$ cat config.mk
export PLATFORM = sky130hd
export DESIGN_NAME = hamming_scrub_decoder
export DESIGN_NICKNAME = d
export VERILOG_FILES = /design/src/rtl/hamming_scrub_decoder.sv
export SDC_FILE = /design/constraint.sdc
export NUM_CORES = 1
export LEC_CHECK = 0
export ABC_AREA = 1
export BUFFER_PORTS_ARGS = -buffer_cell sky130_fd_sc_hd__buf_2
export CAP_MARGIN = 20
export CORE_ASPECT_RATIO = 1.4
export CORE_MARGIN = 2
export CORE_UTILIZATION = 55
export DETAILED_ROUTE_END_ITERATION = 10
export PLACE_DENSITY = 0.9
export SLEW_MARGIN = 15
export SYNTH_ARGS = -nofsm -noshare
export SYNTH_HDL_FRONTEND = slang
export SYNTH_SLANG_ARGS = --single-unit
$ cat constraint.sdc
create_clock -name clk -period 3 [get_ports clk]
set_input_delay 0.45 -clock clk [delete_from_list [all_inputs] [get_ports clk]]
set_output_delay 0.45 -clock clk [all_outputs]
set_load 0.01 [all_outputs]
$ cat src/rtl/hamming_scrub_decoder.sv
// Hamming(7,4)-per-nibble SEC checker/corrector for a 16-bit word with 12-bit parity.
// Two-stage valid/ready pipeline: syndromes, then corrected data with regenerated parity.
module hamming_scrub_decoder #(
  parameter int CNT_W = 16
) (
  input  logic              clk,
  input  logic              rst,
  input  logic              in_valid,
  output logic              in_ready,
  input  logic [15:0]       in_data,
  input  logic [11:0]       in_parity,
  output logic              out_valid,
  input  logic              out_ready,
  output logic [15:0]       out_data,
  output logic [11:0]       out_parity,
  output logic [3:0]        out_err,
  output logic [11:0]       out_syn,
  output logic [CNT_W-1:0]  err_count,
  output logic              err_sticky,
  input  logic              clear
);

  localparam int SW = CNT_W + 3;

  // Returns {p4,p2,p1} for one data nibble.
  function automatic logic [2:0] enc(input logic [3:0] d);
    return {d[1] ^ d[2] ^ d[3], d[0] ^ d[2] ^ d[3], d[0] ^ d[1] ^ d[3]};
  endfunction

  function automatic logic [3:0] flip_mask(input logic [2:0] s);
    case (s)
      3'd3:    return 4'b0001;
      3'd5:    return 4'b0010;
      3'd6:    return 4'b0100;
      3'd7:    return 4'b1000;
      default: return 4'b0000;
    endcase
  endfunction

  logic              s1_valid_reg;
  logic [15:0]       s1_data_reg;
  logic [11:0]       s1_syn_reg;
  logic              s2_valid_reg;
  logic [15:0]       out_data_reg;
  logic [11:0]       out_parity_reg;
  logic [3:0]        out_err_reg;
  logic [11:0]       out_syn_reg;
  logic [CNT_W-1:0]  err_count_reg;
  logic              err_sticky_reg;

  logic [11:0]       in_syn;
  logic [15:0]       corr_data;
  logic [11:0]       corr_parity;
  logic [3:0]        corr_err;

  logic              s2_adv;
  logic              out_fire;
  logic [2:0]        err_pop;
  logic [SW-1:0]     cnt_sum;
  logic [SW-1:0]     cnt_max;
  logic [CNT_W-1:0]  err_count_next;

  genvar gi;
  generate
    for (gi = 0; gi < 4; gi++) begin : g_nib
      assign in_syn[3*gi +: 3]      = enc(in_data[4*gi +: 4]) ^ in_parity[3*gi +: 3];
      assign corr_data[4*gi +: 4]   = s1_data_reg[4*gi +: 4] ^ flip_mask(s1_syn_reg[3*gi +: 3]);
      assign corr_parity[3*gi +: 3] = enc(corr_data[4*gi +: 4]);
      assign corr_err[gi]           = |s1_syn_reg[3*gi +: 3];
    end
  endgenerate

  // Stage 2 can take a word when it is empty or its word leaves this cycle.
  assign s2_adv   = !s2_valid_reg | out_ready;
  assign in_ready = !s1_valid_reg | s2_adv;
  assign out_fire = s2_valid_reg & out_ready;

  always_ff @(posedge clk or posedge rst) begin
    if (rst) begin
      s1_valid_reg <= 1'b0;
      s1_data_reg  <= '0;
      s1_syn_reg   <= '0;
    end else if (in_ready) begin
      s1_valid_reg <= in_valid;
      if (in_valid) begin
        s1_data_reg <= in_data;
        s1_syn_reg  <= in_syn;
      end
    end
  end

  always_ff @(posedge clk or posedge rst) begin
    if (rst) begin
      s2_valid_reg   <= 1'b0;
      out_data_reg   <= '0;
      out_parity_reg <= '0;
      out_err_reg    <= '0;
      out_syn_reg    <= '0;
    end else if (s2_adv) begin
      s2_valid_reg <= s1_valid_reg;
      if (s1_valid_reg) begin
        out_data_reg   <= corr_data;
        out_parity_reg <= corr_parity;
        out_err_reg    <= corr_err;
        out_syn_reg    <= s1_syn_reg;
      end
    end
  end

  // Wide sum so adding up to four events never wraps before the saturation compare.
  always_comb begin
    err_pop = {2'b00, out_err_reg[0]} + {2'b00, out_err_reg[1]}
            + {2'b00, out_err_reg[2]} + {2'b00, out_err_reg[3]};
    cnt_sum = SW'(err_count_reg) + SW'(err_pop);
    cnt_max = SW'({CNT_W{1'b1}});
    err_count_next = (cnt_sum > cnt_max) ? {CNT_W{1'b1}} : cnt_sum[CNT_W-1:0];
  end

  always_ff @(posedge clk or posedge rst) begin
    if (rst) begin
      err_count_reg  <= '0;
      err_sticky_reg <= 1'b0;
    end else if (clear) begin
      err_count_reg  <= '0;
      err_sticky_reg <= 1'b0;
    end else if (out_fire) begin
      err_count_reg  <= err_count_next;
      err_sticky_reg <= err_sticky_reg | (|out_err_reg);
    end
  end

  assign out_valid  = s2_valid_reg;
  assign out_data   = out_data_reg;
  assign out_parity = out_parity_reg;
  assign out_err    = out_err_reg;
  assign out_syn    = out_syn_reg;
  assign err_count  = err_count_reg;
  assign err_sticky = err_sticky_reg;

endmodule

* Word level (Yosys, flattened, before mapping) *
Cells that the tools add are included.

cells by class
  add/subtract/negate cells = 4
  multiply operators = 0
  divide/modulo/power cells = 0
  order comparisons = 1
  equal/unequal tests = 16
  shifts and indexed selects = 0
  mux-type cells = 9
  bitwise logic cells = 60
  reductions and logical operators = 10

operators with widths
  kind                                                  number
  one-hot mux 4 bit (4 select lines)                    4
  two-way mux 16 bit                                    3
  XOR 1 bit                                             48
  equality test 3 bit, second input constant            12
  adder 16 x 3 -> 17 bit                                1
  > comparator 17 x 16 -> 1 bit, second input constant  1
  XOR 4 bit                                             4
  equality test 3 x 2 -> 1 bit, second input constant   4
  OR reduction 3 bit                                    4
  XOR 3 bit                                             4
  AND reduction 2 bit                                   2
  OR reduction 4 bit                                    1
  adder 2 x 1 -> 3 bit                                  1
  adder 3 x 1 -> 3 bit                                  1
  OR 1 bit                                              3
  adder 1 x 1 -> 2 bit                                  1
  zero test 1 bit                                       2
  two-way mux 1 bit                                     2
  nonzero test 2 bit                                    1
  AND 1 bit                                             1

word-level totals
  bits in registers = 91
  latch bits = 0
  bits in writable memories = 0
  bits in read-only memories = 0
  bits of input ports = 33
  output and inout bits = 63
  word-level logic and storage cells = 110
  memories kept = 0

* Depth between registers and ports, before layout *
Gate-level depths: netlist (run 1).

  depth after elaboration = 8
  depth in mapped cells = 14
  depth with buffers taken out = 14

* Least setup slack after synthesis (run 1) *
OpenSTA, ideal clock, no wires.

  path type = reg-to-reg
  from = reg out_err_reg[0] (netlist: out_err[0])
  to = reg err_count_reg[5] (netlist: err_count[5])
  arrival = 2.415 ns
  data required time = 2.934 ns
  slack = 0.519 ns
  cell stages (with the launch flop) = 15
  path buffers = 1
  period minus slack after synthesis = 2.481 ns
  cell sequence = dfrtp_1 -> fa_1 -> inv_1 -> fa_1 -> inv_1 -> fa_1 -> nand2_1 -> inv_2 -> nand3_4 -> nor2_8 -> nand3_4 -> buf_6 -> o21ai_1 -> nand2_1 -> nand2_1

between the ends
  longest elaborated chain between the ends = 8

ends and longest elaborated chain
  element                        line  source
  start, declared                46    logic [3:0] out_err_reg;
  start signal, assigned         104   out_err_reg <= corr_err;
  adder 1 x 1 -> 2 bit (*)       112   err_pop = {2'b00, out_err_reg[0]} + {2'b00, out_err_reg[1]}
  adder 2 x 1 -> 3 bit (*)       113   + {2'b00, out_err_reg[2]} + {2'b00, out_err_reg[3]};
  adder 3 x 1 -> 3 bit (*)       113
  adder 16 x 3 -> 17 bit (*)     114   cnt_sum = SW'(err_count_reg) + SW'(err_pop);
  > comparator 17 x 16 -> 1 bit  116   err_count_next = (cnt_sum > cnt_max) ? {CNT_W{1'b1}} : cnt_sum[CNT_W-1:0];
  two-way mux 16 bit (*)         116
  two-way mux 16 bit (*)         126   end else if (out_fire) begin
  two-way mux 16 bit (*)         123   end else if (clear) begin
  end signal, assigned           127   err_count_reg <= err_count_next;
  end, declared                  48    logic [CNT_W-1:0] err_count_reg;

Mark *: on every way between the ends. The rest lies on a longest branch, timed or not. The select of a mux whose other input is x is not followed.
A chain may end at the register's enable or synchronous reset.

* Worst setup path in the final report (run 1) *
  from = reg out_err_reg[0] (netlist: out_err[0])
  to = reg err_count_reg[11] (netlist: err_count[11])

The elaborated chain is that of the path after synthesis.

==> summary.md, run 1 <==
| Metric | Value |
|---|---|
| Status | completed |
| Setup CP Type | reg -> reg |
| Power per cell area | 746 nW/µm² |
| Die height | 115 µm |
| Post-synthesis cell area | 4840 µm² |
| Worst-path fanout max | 15 |
| Cts hold-fix bufs | 0 |
| Post-CTS Setup Bufs | 0 |
| Initial antenna violation count | 0 |
| Total Wirelength | 10900 µm |
| Max-cap violations | 0 |
| Layout cells sized above 1 | 0.191 |
| Via density | 5.26 |
| CP arrival | 2.98 ns |
| Final min period | 2.71 ns |
| Vias in the first global route | 4363 |
| Starting Density | 0.566 |
| NumNets Final | 737 |
| Startpoint Class | register |
| Slew headroom | 0.455 |
| Total gr overflow | 0 |
| Later-pin clock latency in the skew report | 0.34 ns |
| Port Buf Inserts | 95 |
| Max Clk Rate | 369 MHz |
| Reg area | 2280 µm² |
| Syn_area_per_cell | 8.01 µm² |
| H-tree Lvls | 3 |
| Cell variety after synth | 31 |
| Worst Slack Setup Final | 0.291 ns |
| Pleak | 2.99 nW |
| Yosys top cell area share | 0.470 |
| Most frequent cell after synthesis | nand2_1 |
| Mapped Cells | 605 |
| Largest cells by area after synthesis | dfrtp_1 47%, nand2_1 17%, nand3_1 6.6% |
| Die area | 9590 µm² |
| Final Skew | 0.00669 ns |
| Residual DRC | 0 |
| Kind of end point of the critical path | register |
| First-pass GRT wire length | 18600 µm |
| # resized after CTS | 0 |
| Final-report setup violation count | 0 |
| Clock Tree Buf Depth | 2 |
| Detailed Route Iter0 Violations | 247 |
| Syn Nets | 643 |
| RSZ-0062 raised after global routing | false |
| Worst-path clk slew | 0.06 ns |
| Post-synth EDFFs | 0 |
| Rows | 40 |
| Synth Register Bits | 91 |
| Largest net degree at the start of global routing | 49 |
| Iteration count of the initial detailed-routing pass | 4 |
| Vias | 4242 |
| Boundary pin count | 96 |
| FFs w/ async S/R, synth | 1.00 |
| CTS root buf | clkbuf_16 |
| Footprint of the multi-input gates | 2300 µm² |
| GRT Total Usage | 0.239 |
| Worst-margin pin slew | 0.814 ns |
| Average routed wire per standard cell | 13.5 µm |
| Post-DP HPWL | 8150 µm |
| Setup_tns | 0 ns |
| Dpl ws | 0.278 ns |
| VDD IR-drop max | 0.414 mV |
| # fillers | 683 |
| Sequential-to-total area share from yosys stat | 0.470 |
| CTS Sinks | 91 |
| Worst hold slack | 0.220 ns |
| GPL Wtd Cong | 0.827 |
| Worst Hold Class | in -> async |
| ANT nets after route | 0 |
| TritonCTS clock tree | built |
| Die X | 83.3 µm |
| Syn-to-layout area delta | 17.3% |
| Synth Flop Type | dfrtp_1 |
| Pins Over Slew Limit | 0 |
| CTS Buf Count | 9 |
| Dominant cell type by area after synthesis | dfrtp_1 |
| Core region area | 8560 µm² |
| Fin crit share | 0.903 |
| Hold Fails Final Rpt | 0 |
| Synth top cells by count | 219 x nand2_1, 91 x dfrtp_1, 64 x nand3_1, 48 x inv_1, 46 x o21ai_0 |
| Critical Path RT | 3.27 ns |
| Synth warn | 0 |
| Diodes inserted | 0 |
logic make-up after synthesis:
logic type	Yosys count	synth area share
AOI/OAI and AO/OA	60	0.0679
xor gates and xnor gates	56	0.101
adders and majority gates	5	0.0176
buffers and inverters	70	0.0566
DFF	91	0.470
and+or+nand+nor	323	0.287
report_power, final:
group / switching, mW / internal (mW)
Combinational: 0.888 / 0.570
Clock: 0.424 / 0.571
Sequential: 0.236 / 1.55
Total: 1.55 / 2.69
layout make-up:
cell class	count	share of cell area
clock buffers	13	0.0441
inverters	53	0.0352
well taps	105	0.0231
flip-flops and latches	91	0.401
repair buffers	100	0.0925
multi-input cells	444	0.404
per-layer routing:
metal	wire length, µm	vias to the layer above	global-route usage
met5	0	-	0
met1	4290	1997	0.265
met4	334	0	0.136
li1	-	2100	-
met2	5790	119	0.430
met3	447	26	0.0459
critical path, stage by stage, from the launching register on:
cell	delay [ns]
dfrtp_1	0.41
fa_1	0.55
inv_1	0.05
fa_1	0.36
inv_1	0.12
fa_1	0.21
nand2_1	0.08
inv_2	0.11
nand3_4	0.12
nor2_8	0.14
nand3_4	0.20
o21ai_0	0.16
nand2_1	0.08
nand2_1	0.06
metrics by stage:
| step | cell area, µm² | std cells | util | power [mW] |
|---|---|---|---|---|
| floorplan | 4840 | 605 | - | 2.71 |
| global placement | 5430 | 793 | 0.635 | 3.17 |
| detailed placement | 5430 | 793 | 0.635 | 3.27 |
| CTS | 5680 | 806 | 0.664 | 4.27 |
| global route | 5680 | 806 | 0.664 | 4.53 |
| finish | 5680 | 806 | 0.664 | 4.24 |
cell usage in the layout (no fill, tap or decap), types with 9 or more instances in the layout:
cell type	n
clkbuf_16	9
xnor2_1	27
dfrtp_1	91
inv_1	47
buf_2	95
nor2_1	18
xor2_1	29
o21ai_0	46
nand2_1	218
nand3_1	64
final timing paths:
path / startpoint / endpoint / slack [ns] / cells after the start
max: out_err[0] / err_count[11] / 0.29 / 13
min: rst / out_parity[6] / 0.22 / 2
max reg2reg: out_err[0] / err_count[11] / 0.29 / 13
min reg2reg: out_data[3] / out_data[3] / 0.48 / 2
max in group asynchronous: rst / s1_data_reg[5] / 2.08 / 3
min in group clk: in_data[4] / s1_data_reg[4] / 0.35 / 3
Note: power is estimated with default switching activity, not from simulation.
==> run 2: changes to the inputs <==
BUFFER_PORTS_ARGS = not set   (was -buffer_cell sky130_fd_sc_hd__buf_2)
CAP_MARGIN = 10   (was 20)
CORE_UTILIZATION = 60   (was 55)
DONT_BUFFER_PORTS = 1   (was not set)
PLACE_DENSITY = 0.86   (was 0.9)
==> summary.md, run 2 (synthesis results as in run 1) <==
| Metric | Value |
|---|---|
| Commonest non-fill, non-tap cell in the layout | nand2_1 |
| Power, Total | 3.91 mW |
| Die X | 79.9 µm |
| Vias | 3969 |
| Critical Path RT | 3.30 ns |
| Max-cap violations | 0 |
| Worst reg-to-reg setup slack | 0.19 ns |
| ANT nets after route | 0 |
| Hold Fails Final Rpt | 0 |
| Die height | 110 µm |
| Dpl ws | 0.239 ns |
| Pleak | 2.58 nW |
| Startpoint Class | register |
| Uppermost layer routed | met4 |
| Core region area | 7800 µm² |
| Finished Layout Cells | 713 |
| Final min period | 2.81 ns |
| VDD IR-drop max | 0.372 mV |
| Worst Hold Class | in -> async |
| Met1 WL | 4050 µm |
| Max Clk Rate | 356 MHz |
| Critical R2R Launch | out_err[0] |
| Initial antenna violation count | 0 |
| CTS Sinks | 91 |
| Reg2Reg Depth | 14 |
| Worst Slack Setup Final | 0.191 ns |
| Kind of end point of the critical path | register |
| H-tree Lvls | 3 |
| First-pass GRT wire length | 17800 µm |
| Detailed Route Iter0 Violations | 215 |
| Design area | 5200 µm² |
| CTS root buf | clkbuf_8 |
| Slowest stage cell, crit path | fa_1 |
| Area after DPL | 4950 µm² |
| Iteration count of the initial detailed-routing pass | 5 |
| Worst-path fanout max | 12 |
| Setup CP Type | reg -> reg |
| CP arrival | 3.11 ns |
| Layout cells sized above 1 | 0.0783 |
| CP Cell Sequence | fa_1 > inv_1 > fa_1 > inv_1 > fa_1 > nand2_1 > inv_2 > nand3_4 > nor2_8 > nand3_4 > buf_4 > nand3_1 > nand2_1 > nand2_1 |
| Average routed wire per standard cell | 15.0 µm |
| Met3 WL | 695 µm |
| Crit path max-delay family | adder cells |
| Status | completed |
| Fin crit share | 0.936 |
| Final Skew | 0.00795 ns |
| CTS Buf Count | 9 |
| Port Buf Inserts | 0 |
| Later-pin clock latency in the skew report | 0.36 ns |
| Largest net degree at the start of global routing | 49 |
| # fillers | 671 |
| Worst stage delay on the critical path | 0.57 ns |
| Power per cell area | 752 nW/µm² |
| Boundary pin count | 96 |
| Starting Density | 0.621 |
| Post-DP HPWL | 7840 µm |
| Final-report setup violation count | 0 |
| Fin util | 0.667 |
| Vias in the first global route | 3956 |
| Slew headroom | 0.467 |
| Syn-to-layout area delta | 7.39% |
| NumNets Final | 647 |
| Terminus of the critical flop-to-flop path | err_count[8] |
| Most frequent cells in the layout | 218 x nand2_1, 91 x dfrtp_1, 64 x nand3_1, 47 x inv_1, 46 x o21ai_0 |
| TritonCTS clock tree | built |
| Pins Over Slew Limit | 0 |
| Diodes inserted | 0 |
| Total gr overflow | 0 |
| GRT Total Usage | 0.260 |
| Rows | 38 |
| Worst hold slack | 0.0829 ns |
| Die area | 8820 µm² |
| RSZ-0062 raised after global routing | false |
| Total Wirelength | 10700 µm |
| Residual DRC | 0 |
| Placed Cells | 693 |
| Worst-path clk slew | 0.09 ns |
| WL met2 | 5570 µm |
| Worst-margin pin slew | 0.797 ns |
| Setup_tns | 0 ns |
| Clock Tree Buf Depth | 2 |
| GPL Wtd Cong | 0.884 |
| Critical path buffer and inverter count | 4 |
| Via density | 5.57 |
[run 2: cell types whose count changed in the layout (fill, tap and decap cells not counted)]
cell and delta:
buf_4 +5, buf_2 -95, clkbuf_16 -9, bufinv_16 +2, clkbuf_8 +9, clkinvlp_4 +2, clkbuf_1 -2
[run 2: timing repair]
action / 4_1_cts / 5_1_grt
setup buffers: 0 / 5
setup endpoints to repair: 0 / 1
gates resized for setup: 0 / 0
hold buffers: 0 / 0
hold endpoints to repair: 0 / 0
[run 2: layout make-up]
class                           count  area, µm²  share of cell area
Clock buffer                       11        141              0.0272
Multi-Input combinational cell    444       2300               0.441
Timing Repair Buffer               10       87.6              0.0168
Clock inverter                      4       75.1              0.0144
Inverter                           53        200              0.0385
Sequential cell                    91       2280               0.438
Tap cell                          100        125              0.0241
[run 2: worst max-delay path by stage]
stage	from	endpoint	cells past startpoint
floorplan	rst	err_count[0]	1
global placement	out_err[0]	err_count[15]	13
detailed placement	out_err[0]	err_count[11]	13
CTS	out_err[0]	err_count[11]	13
global route	out_err[0]	err_count[8]	14
finish	out_err[0]	err_count[8]	14
[run 2: where the power goes]
part           internal [mW]  switching, mW
Clock                  0.488          0.425
Combinational          0.389          0.643
Sequential              1.55          0.420
Total                   2.42           1.49
[run 2: routing by layer]
layer	up-vias	GRT usage
met4	0	0.142
met1	1879	0.288
met3	30	0.0537
met5	-	0
li1	1918	-
met2	142	0.462
